<file path="config.mk">
export PLATFORM = sky130hd
export DESIGN_NAME = spi_flash_responder
export DESIGN_NICKNAME = d
export VERILOG_FILES = /design/src/rtl/spi_flash_responder.sv
export SDC_FILE = /design/constraint.sdc
export NUM_CORES = 1
export LEC_CHECK = 0
export ABC_AREA = 1
export ABC_CLOCK_PERIOD_IN_PS = 2070
export BUFFER_PORTS_ARGS = -buffer_cell sky130_fd_sc_hd__buf_4
export CAP_MARGIN = 30
export CORE_UTILIZATION = 58
export DETAILED_ROUTE_END_ITERATION = 8
export MAX_ROUTING_LAYER = met4
export PLACE_DENSITY_LB_ADDON = 0.12
export RECOVER_POWER = 100
export SLEW_MARGIN = 10
export SYNTH_ARGS = -nofsm -noshare
export SYNTH_HDL_FRONTEND = slang
export SYNTH_SLANG_ARGS = --single-unit
</file>
<file path="constraint.sdc">
create_clock -name clk -period 2.07 [get_ports clk]
set_input_delay 0.3105 -clock clk [delete_from_list [all_inputs] [get_ports clk]]
set_output_delay 0.3105 -clock clk [all_outputs]
set_load 0.02 [all_outputs]
</file>
<file path="src/rtl/spi_flash_responder.sv">
// rtl/spi_flash_responder.sv - mode-3 SPI serial-flash responder (read, JEDEC ID, status)
// sck is sampled directly in the clk domain; miso is registered one clk after each sck fall.
module spi_flash_responder (
    input  logic        clk,
    input  logic        reset,
    input  logic        spi_cs_b,
    input  logic        spi_sck,
    input  logic        spi_mosi,
    output logic        spi_miso,
    input  logic        busy,
    output logic [23:0] mem_addr,
    output logic        mem_rd,
    input  logic [7:0]  mem_rdata
);

    localparam logic [23:0] JEDEC_ID = 24'hEF4016;

    typedef enum logic [2:0] {
        S_IDLE,
        S_CMD,
        S_ADDR,
        S_READ,
        S_ID,
        S_STATUS,
        S_IGNORE
    } state_t;

    state_t      state;
    state_t      state_next;
    logic        sck_q;
    logic [6:0]  rx;
    logic [6:0]  tx;
    logic [7:0]  prefetch;
    logic [2:0]  bit_cnt;
    logic [1:0]  addr_cnt;
    logic [1:0]  id_idx;
    logic        fetch_cap;

    logic        rise;
    logic        fall;
    logic        byte_done;
    logic [7:0]  rx_byte;
    logic [7:0]  tx_src;

    assign rise      = !sck_q && spi_sck && !spi_cs_b;
    assign fall      = sck_q && !spi_sck && !spi_cs_b;
    assign byte_done = rise && (bit_cnt == 3'd7);
    assign rx_byte   = {rx, spi_mosi};

    always_comb begin
        state_next = state;
        if (spi_cs_b) begin
            state_next = S_IDLE;
        end else begin
            case (state)
                S_IDLE: state_next = S_CMD;
                S_CMD: begin
                    if (byte_done) begin
                        case (rx_byte)
                            8'h03:   state_next = S_ADDR;
                            8'h9F:   state_next = S_ID;
                            8'h05:   state_next = S_STATUS;
                            default: state_next = S_IGNORE;
                        endcase
                    end
                end
                S_ADDR: begin
                    if (byte_done && (addr_cnt == 2'd2)) state_next = S_READ;
                end
                default: state_next = state;
            endcase
        end
    end

    // Byte handed to the shifter at each byte-boundary fall; 0xFF keeps miso high elsewhere.
    always_comb begin
        tx_src = 8'hFF;
        case (state)
            S_READ:   tx_src = prefetch;
            S_STATUS: tx_src = {7'b0, busy};
            S_ID: begin
                case (id_idx)
                    2'd0:    tx_src = JEDEC_ID[23:16];
                    2'd1:    tx_src = JEDEC_ID[15:8];
                    2'd2:    tx_src = JEDEC_ID[7:0];
                    default: tx_src = 8'hFF;
                endcase
            end
            default: tx_src = 8'hFF;
        endcase
    end

    always_ff @(posedge clk or posedge reset) begin
        if (reset) begin
            state     <= S_IDLE;
            sck_q     <= 1'b1;
            spi_miso  <= 1'b1;
            mem_rd    <= 1'b0;
            mem_addr  <= 24'h0;
            rx        <= 7'h0;
            tx        <= 7'h7F;
            prefetch  <= 8'h0;
            bit_cnt   <= 3'd0;
            addr_cnt  <= 2'd0;
            id_idx    <= 2'd0;
            fetch_cap <= 1'b0;
        end else begin
            state     <= state_next;
            sck_q     <= spi_sck;
            mem_rd    <= 1'b0;
            fetch_cap <= mem_rd;
            if (fetch_cap) prefetch <= mem_rdata;

            if (spi_cs_b) begin
                bit_cnt  <= 3'd0;
                spi_miso <= 1'b1;
                tx       <= 7'h7F;
            end else if (state == S_IDLE) begin
                bit_cnt  <= 3'd0;
                addr_cnt <= 2'd0;
                id_idx   <= 2'd0;
            end else begin
                if (rise) begin
                    rx      <= rx_byte[6:0];
                    bit_cnt <= bit_cnt + 3'd1;
                end
                if (fall) begin
                    if (bit_cnt == 3'd0) begin
                        tx       <= tx_src[6:0];
                        spi_miso <= tx_src[7];
                        if ((state == S_ID) && (id_idx != 2'd3)) id_idx <= id_idx + 2'd1;
                        // Send the prefetched byte, then fetch the next address behind it.
                        if (state == S_READ) begin
                            mem_addr <= mem_addr + 24'd1;
                            mem_rd   <= 1'b1;
                        end
                    end else begin
                        tx       <= {tx[5:0], 1'b1};
                        spi_miso <= tx[6];
                    end
                end
                if ((state == S_ADDR) && byte_done) begin
                    case (addr_cnt)
                        2'd0:    mem_addr[23:16] <= rx_byte;
                        2'd1:    mem_addr[15:8]  <= rx_byte;
                        default: mem_addr[7:0]   <= rx_byte;
                    endcase
                    addr_cnt <= addr_cnt + 2'd1;
                    if (addr_cnt == 2'd2) mem_rd <= 1'b1;
                end
            end
        end
    end

endmodule

</file>
==> results of run 1 <==
-- sequential cells by signal (all words and copies together), names as in the netlist, 2 cells and up --
| register | flops |
|---|---|
| id_idx | 2 |
| prefetch | 8 |
| addr_cnt | 2 |
| rx | 7 |
| state | 3 |
| mem_addr | 24 |
| bit_cnt | 3 |
| tx | 7 |
-- stage by stage --
step	power [mW]	setup WS, ns	hold slack [ns]	instances	util [%]
after global routing	3.64	0.00104	0.126	656	67.4
after detailed placement	2.49	0.192	0.372	640	66.7
after floorplan	2.18	0.290	0.315	524	-
after global placement	2.47	0.273	0.360	640	66.7
after CTS	3.45	0.190	0.0176	656	69.5
final	3.44	0.148	0.126	656	67.4
-- cell type report --
class                   count  area (µm²)  area share (%)
multi-input cells         371        1930            45.0
flip-flops and latches     60        1510            35.4
inverters                  86         325            7.60
repair buffers             46         241            5.64
clock buffers              11         141            3.30
well taps                  77        96.3            2.25
clock inverters             5        36.3           0.848
-- cells in the mapped netlist --
cell and instances:
a211oi_1 1, a21boi_4 1, a21oi_1 16, a22oi_1 2, a31oi_1 3, a41oi_1 2
buf_2 2, buf_4 2, buf_6 1, clkbuf_1 2, dfrtp_1 51, dfstp_2 9
ha_1 11, inv_1 78, inv_2 7, inv_4 1, mux2_2 5, nand2_1 130
nand2_2 9, nand2_4 2, nand3_1 32, nand3_2 1, nand3_4 3, nand3b_1 2
nand4_1 17, nor2_1 56, nor2_2 5, nor2_4 1, nor2_8 3, nor3_1 10
o211ai_1 4, o21ai_0 41, o21ai_1 5, o21ai_2 2, o22ai_1 4, o32ai_1 2
xnor2_1 1
-- kinds of logic after synthesis --
logic type,count (synthesis),share of synthesized area [%]
buf+inv,93,9.62
compound gates,83,12.5
mux,5,1.47
xor+xnor,1,0.228
fa+ha+maj,11,3.59
flops,60,39.4
simple gates,271,33.2
-- where the power goes --
| part | switching (mW) | total [mW] | internal, mW |
|---|---|---|---|
| clock | 0.504 | 0.973 | 0.469 |
| combinational | 0.682 | 0.950 | 0.267 |
| sequential | 0.189 | 1.52 | 1.33 |
-- per-layer routing --
metal,vias to the layer above,wire length (µm)
met3,30,882
met4,0,199
met5,-,0
met2,167,4460
met1,1722,4690
li1,1805,-
-- final timing paths --
check / startpoint / end / cells after the start
setup reg to reg: bit_cnt[0]$_DFFE_PP0P_ / mem_addr[13]$_DFFE_PP0P_ / 10
setup / recovery: bit_cnt[0]$_DFFE_PP0P_ / mem_addr[13]$_DFFE_PP0P_ / 10
hold reg to reg: mem_rd$_DFF_PP0_ / fetch_cap$_DFF_PP0_ / 0
min in group asynchronous: reset / mem_addr[14]$_DFFE_PP0P_ / 2
max in group asynchronous: reset / bit_cnt[2]$_DFFE_PP0P_ / 3
hold / removal: spi_sck / sck_q$_DFF_PP1_ / 1
==> summary.md, run 1 <==
| Metric | Value |
|---|---|
| Post-Layout Inst Area | between 4000 and 5000 µm² |
| TritonCTS clock tree | done |
| Crit-path cells | inv_1, ha_1, nand2_2, nor2_8, nand2_4, nor2_2, nand2_1, nand2_1, o211ai_1, o21ai_1 |
| GRT Max-Usage Layer | met2 |
| Slew Viols, Final | 0 |
| Mapped cell area | about 3800 µm² |
| Max-slew headroom | 36.5% |
| Tcrit/Tclk final | 92.9% |
| Worst-skew pair later-pin latency | between 0.3 and 0.4 ns |
| First-pass GRT wire length | approximately 17000 µm |
| Yosys reg bits | 60 |
| GR Util All Layers | roughly a third |
| DRT Pass-1 Iters | 5 |
| Distinct cells, synth | 37 |
| Pwr dens | 804 nW/µm² |
| Most used cell, CP | nand2_1 |
| Initial Util | 60.4% |
| Synth area leaders | dfrtp_1 (33%), nand2_1 (13%), inv_1 (7.6%), dfstp_2 (6.2%), nor2_1 (5.5%) |
| Avg Cell Area, Syn | 7.32 µm² |
| Setup CP Type | reg -> reg |
| Clk_skew | approximately 0.0084 ns |
| Drt total wl | 10200 µm |
| Commonest non-fill, non-tap cell in the layout | nand2_1 |
| Clock sinks | 60 |
| Startpoint types | flop |
| Critical Path Fanout Max | 9 |
| Number of CTS-inserted buffers | 9 |
| Seq/Total Area, Yosys | between 30% and 40% |
| Max cap viols | 0 |
| GRT Residual Overflow | 0 |
| Clock-pin slew on the worst setup and hold paths | about 0.070 ns |
| Die W | about 83 µm |
| Share of Yosys cell area claimed by the top area cell type | between 30% and 40% |
| Largest net degree at the start of global routing | 25 |
| Slew of the pin with the lowest slew margin | approximately 0.95 ns |
| Share of layout cells above drive strength 1 | a little over an eighth |
| Via count | 3724 |
| Crit-path slowest cell | dfrtp_1 |
| Clock Tree Buf Depth | 2 |
| Critical path's largest stage delay | ~0.38 ns |
| Global-route track usage on met2 | a little under half |
| Postcts setup bufs | 0 |
| GP Congestion | about 0.95 |
| Worst VDD drop | 0.000580 V |
| Buf+Inv Stages, Crit Path | 1 |
| Setup TNS | 0 ns |
| Most frequent cells in the layout | nand2_1 (132), inv_1 (78), nor2_1 (57) |
| Met1 usage | 44.8% |
| Top Family by Delay on Critical Path | simple AND/OR/NAND/NOR gates |
| Final HPWL DP | roughly 7700 µm |
| Cell row count | 29 |
| Vias in the first global route | ~3500 |
| Area leader, netlist | dfrtp_1 |
| Status | finished, final reports clean |
| Hold buffers post-CTS | 0 |
| Initial DRC Count | approximately 390 |
| Mapped Cells | around 520 |
| # diodes | 0 |
| Fillers | slightly below 600 |
| Placed Area | 4230 µm² |
| Met3 Use GR | 7.95% |
| H-tree levels | 3 |
| Vias/cell | approximately 5.7 |
| Root Driver | clkbuf_8 |
| Post-detailed-route count of antenna-violating nets | 0 |
| Max Fclk | approximately 520 MHz |
| Drt wl/cell | 15.6 µm |
| Ports | 40 |
| Fin. Hold Viols | 0 |
| Worst EP arrival | 2.20 ns |
| Critical Path End Type | flop |
| Final Critical Period | ~1.9 ns |
| Antenna violations before repair | 0 |
| Post-CTS sizing | 0 |
| RSZ-0062 raised after global routing | no |
| Leakage power | around 2.1 nW |
| Mapped Nets | about 550 |
| Port bufs | 39 |
| Synth-to-Final Area Change | 11.5% |
| R2r setup slk | between 0.1 and 0.15 ns |
| Core Box Area | roughly 6300 µm² |
| Final setup viols | 0 |
| Die height | 83.3 µm |
| DR DRC count | 0 |
| Hold WC Path Type | in -> reg |
| Synthesis Warnings | 0 |
| CP required | approximately 2.4 ns |
| Nets@finish | 599 |
| Total die area | just under 7000 µm² |
Power figures use the tool's default switching activity.
==> run 2: changes to the inputs <==
--- a/config.mk
+++ b/config.mk
@@ -10,6 +10,7 @@
 export BUFFER_PORTS_ARGS = -buffer_cell sky130_fd_sc_hd__buf_4
 export CAP_MARGIN = 30
 export CORE_UTILIZATION = 58
+export CTS_BUF_LIST = sky130_fd_sc_hd__clkbuf_16
 export DETAILED_ROUTE_END_ITERATION = 8
 export MAX_ROUTING_LAYER = met4
 export PLACE_DENSITY_LB_ADDON = 0.12
==> constraint.sdc (replaced) <==
create_clock -name clk -period 2.07 [get_ports clk]
set_input_delay 0.3105 -clock clk [delete_from_list [all_inputs] [get_ports clk]]
set_output_delay 0.3105 -clock clk [all_outputs]
set_load 0.005 [all_outputs]
==> summary.md, run 2 (synthesized netlist as in run 1, its figures left out) <==
| Metric | Value |
|---|---|
| Reg with most FFs | mem_addr |
| P_sw | ~1.4 mW |
| Pwr dens | about 860 nW/µm² |
| R2r setup slk | 0.13 ns |
| Postcts setup bufs | 0 |
| GR Util All Layers | roughly 33% |
| Clock sinks | 60 |
| Layout Cells excl Fill | about 660 |
| Root Driver | clkbuf_16 |
| Reg2reg end | mem_addr[20]$_DFFE_PP0P_ |
| Clock share of power | around 35% |
| Slew Viols, Final | 0 |
| Number of CTS-inserted buffers | 9 |
| Part of the power in registers | approximately 40% |
| Antenna violations before repair | 0 |
| Worst Hold Slack | 0.142 ns |
| Most frequent cells in the layout | nand2_1 (132), inv_1 (79), nor2_1 (58) |
| Post-CTS sizing | 0 |
| Final Critical Period | roughly 1.9 ns |
| Fillers | ~560 |
| First-pass GRT wire length | 17100 µm |
| Via count | 3676 |
| Largest register FFs | 24 |
| TritonCTS clock tree | done |
| Vias/cell | ~5.6 |
| Logic pwr share | 24.8% |
| Largest regs | mem_addr x24, prefetch x8 |
| Commonest non-fill, non-tap cell in the layout | nand2_1 |
| Startpoint types | flop |
| Ports | 40 |
| FF-to-FF Start | bit_cnt[0]$_DFFE_PP0P_ |
| Status | finished, final reports clean |
| Clock-pin slew on the worst setup and hold paths | roughly 0.060 ns |
| Hold buffers post-CTS | 0 |
| Vias in the first global route | 3487 |
| Synth-to-Final Area Change | 16.1% |
| CP required | 2.29 ns |
| Leakage power | approximately 2.3 nW |
| DR DRC count | 0 |
| Worst-skew pair later-pin latency | approximately 0.33 ns |
| Critical Path Fanout Max | 9 |
| Setup CP Type | reg -> reg |
| Clk_skew | 0.00789 ns |
| Final worst slack | approximately 0.13 ns |
| Initial Util | between 60 and 70% |
| Drt total wl | 10200 µm |
| Nets@finish | around 600 |
| Clock Tree Buf Depth | 2 |
| DRT Pass-1 Iters | 5 |
| Cell row count | 29 |
| Max-slew headroom | a little under two fifths |
| Largest net degree at the start of global routing | 25 |
| Share of layout cells above drive strength 1 | 17.1% |
| Core Box Area | approximately 6300 µm² |
| # diodes | 0 |
| Worst VDD drop | 0.000612 V |
| Setup TNS | 0 ns |
| Inst Count DP | 640 |
| FF-to-FF path depth | 11 |
| Final setup viols | 0 |
| Die height | ~83 µm |
| Switching share of power | 37.0% |
| Max Fclk | roughly 520 MHz |
| Hold_sp | spi_sck |
| Max cap viols | 0 |
| GP Congestion | between 0.9 and 1 |
| Dpl ws | between 0.15 and 0.2 ns |
| Initial DRC Count | 368 |
| H-tree levels | 3 |
| Tcrit/Tclk final | 93.6% |
| Worst EP arrival | ~2.2 ns |
| Hold WC Path Type | in -> reg |
| Pint | between 2 and 2.5 mW |
| Slew of the pin with the lowest slew margin | ~0.95 ns |
| Critical Path End | mem_addr[20]$_DFFE_PP0P_ |
| CP startpoint | bit_cnt[0]$_DFFE_PP0P_ |
| Post-detailed-route count of antenna-violating nets | 0 |
| GRT Residual Overflow | 0 |
| Final HPWL DP | 7700 µm |
| Fin. Hold Viols | 0 |
| Critical Path End Type | flop |
| Die W | 83.3 µm |
| Port bufs | 39 |
| RSZ-0062 raised after global routing | no |
| Total die area | slightly below 7000 µm² |
| Drt wl/cell | 15.6 µm |
[run 2: cell count changes in the layout (fill, tap and decap cells not counted)]
cell,previous run,this run
clkbuf_1,28,4
clkbuf_4,1,24
clkbuf_8,10,0
clkbuf_16,0,9
clkinv_1,0,1
inv_1,78,79
nor2_1,57,58
nor2_2,5,4
[run 2: layer usage]
| layer | part of all wire (%) | vias to the layer above | GRT usage, % |
|---|---|---|---|
| li1 | - | 1802 | - |
| met1 | 47 | 1698 | 45.5 |
| met2 | 44 | 151 | 46.8 |
| met3 | 7.5 | 25 | 6.36 |
| met4 | 2.3 | 0 | 12.9 |
| met5 | 0 | - | - |
[run 2: how the worst min path moves through the flow]
stage,endpoint,cells after the start
6_report,sck_q$_DFF_PP1_,1
5_1_grt,sck_q$_DFF_PP1_,1
4_1_cts,mem_addr[14]$_DFFE_PP0P_,2
3_5_place_dp,fetch_cap$_DFF_PP0_,0
3_3_place_gp,fetch_cap$_DFF_PP0_,0
2_1_floorplan,sck_q$_DFF_PP1_,0
[run 2: final cells by class]
| cell class | instances | area (µm²) | area share (%) |
|---|---|---|---|
| inverters | 86 | 325 | 7.30 |
| clock inverters | 7 | 43.8 | 0.983 |
| flip-flops and latches | 60 | 1510 | 34.0 |
| repair buffers | 46 | 328 | 7.36 |
| well taps | 77 | 96.3 | 2.16 |
| clock buffers | 9 | 225 | 5.06 |
| multi-input cells | 371 | 1920 | 43.2 |
[run 2: metrics by stage]
step | util, % | total power, mW | cell area [µm²]
after floorplan | - | 2.17 | 3840
after global placement | 66.7 | 2.45 | 4230
after detailed placement | 66.7 | 2.48 | 4230
after CTS | 70.9 | 3.84 | 4500
after global routing | 70.1 | 4.02 | 4450
final | 70.1 | 3.82 | 4450
[run 2: worst max-delay path, stage by stage, from the launching register on]
cell and delay, ns:
dfrtp_1 0.37, inv_1 0.10, ha_1 0.20, nand2_2 0.17
nor2_2 0.29, nand2_1 0.15, nor2_1 0.21, nand2_1 0.07
nand2_1 0.07, nand3_1 0.07, nand2_1 0.07, nand2_1 0.04
[run 2: power groups by stage]
stage	Combinational, mW	Clock, mW	Sequential (mW)
5_1_grt	1.08	1.40	1.54
4_1_cts	0.961	1.37	1.51
6_report	0.947	1.35	1.52
3_5_place_dp	0.946	0	1.53
3_3_place_gp	0.924	0	1.53
2_1_floorplan	0.697	0	1.47
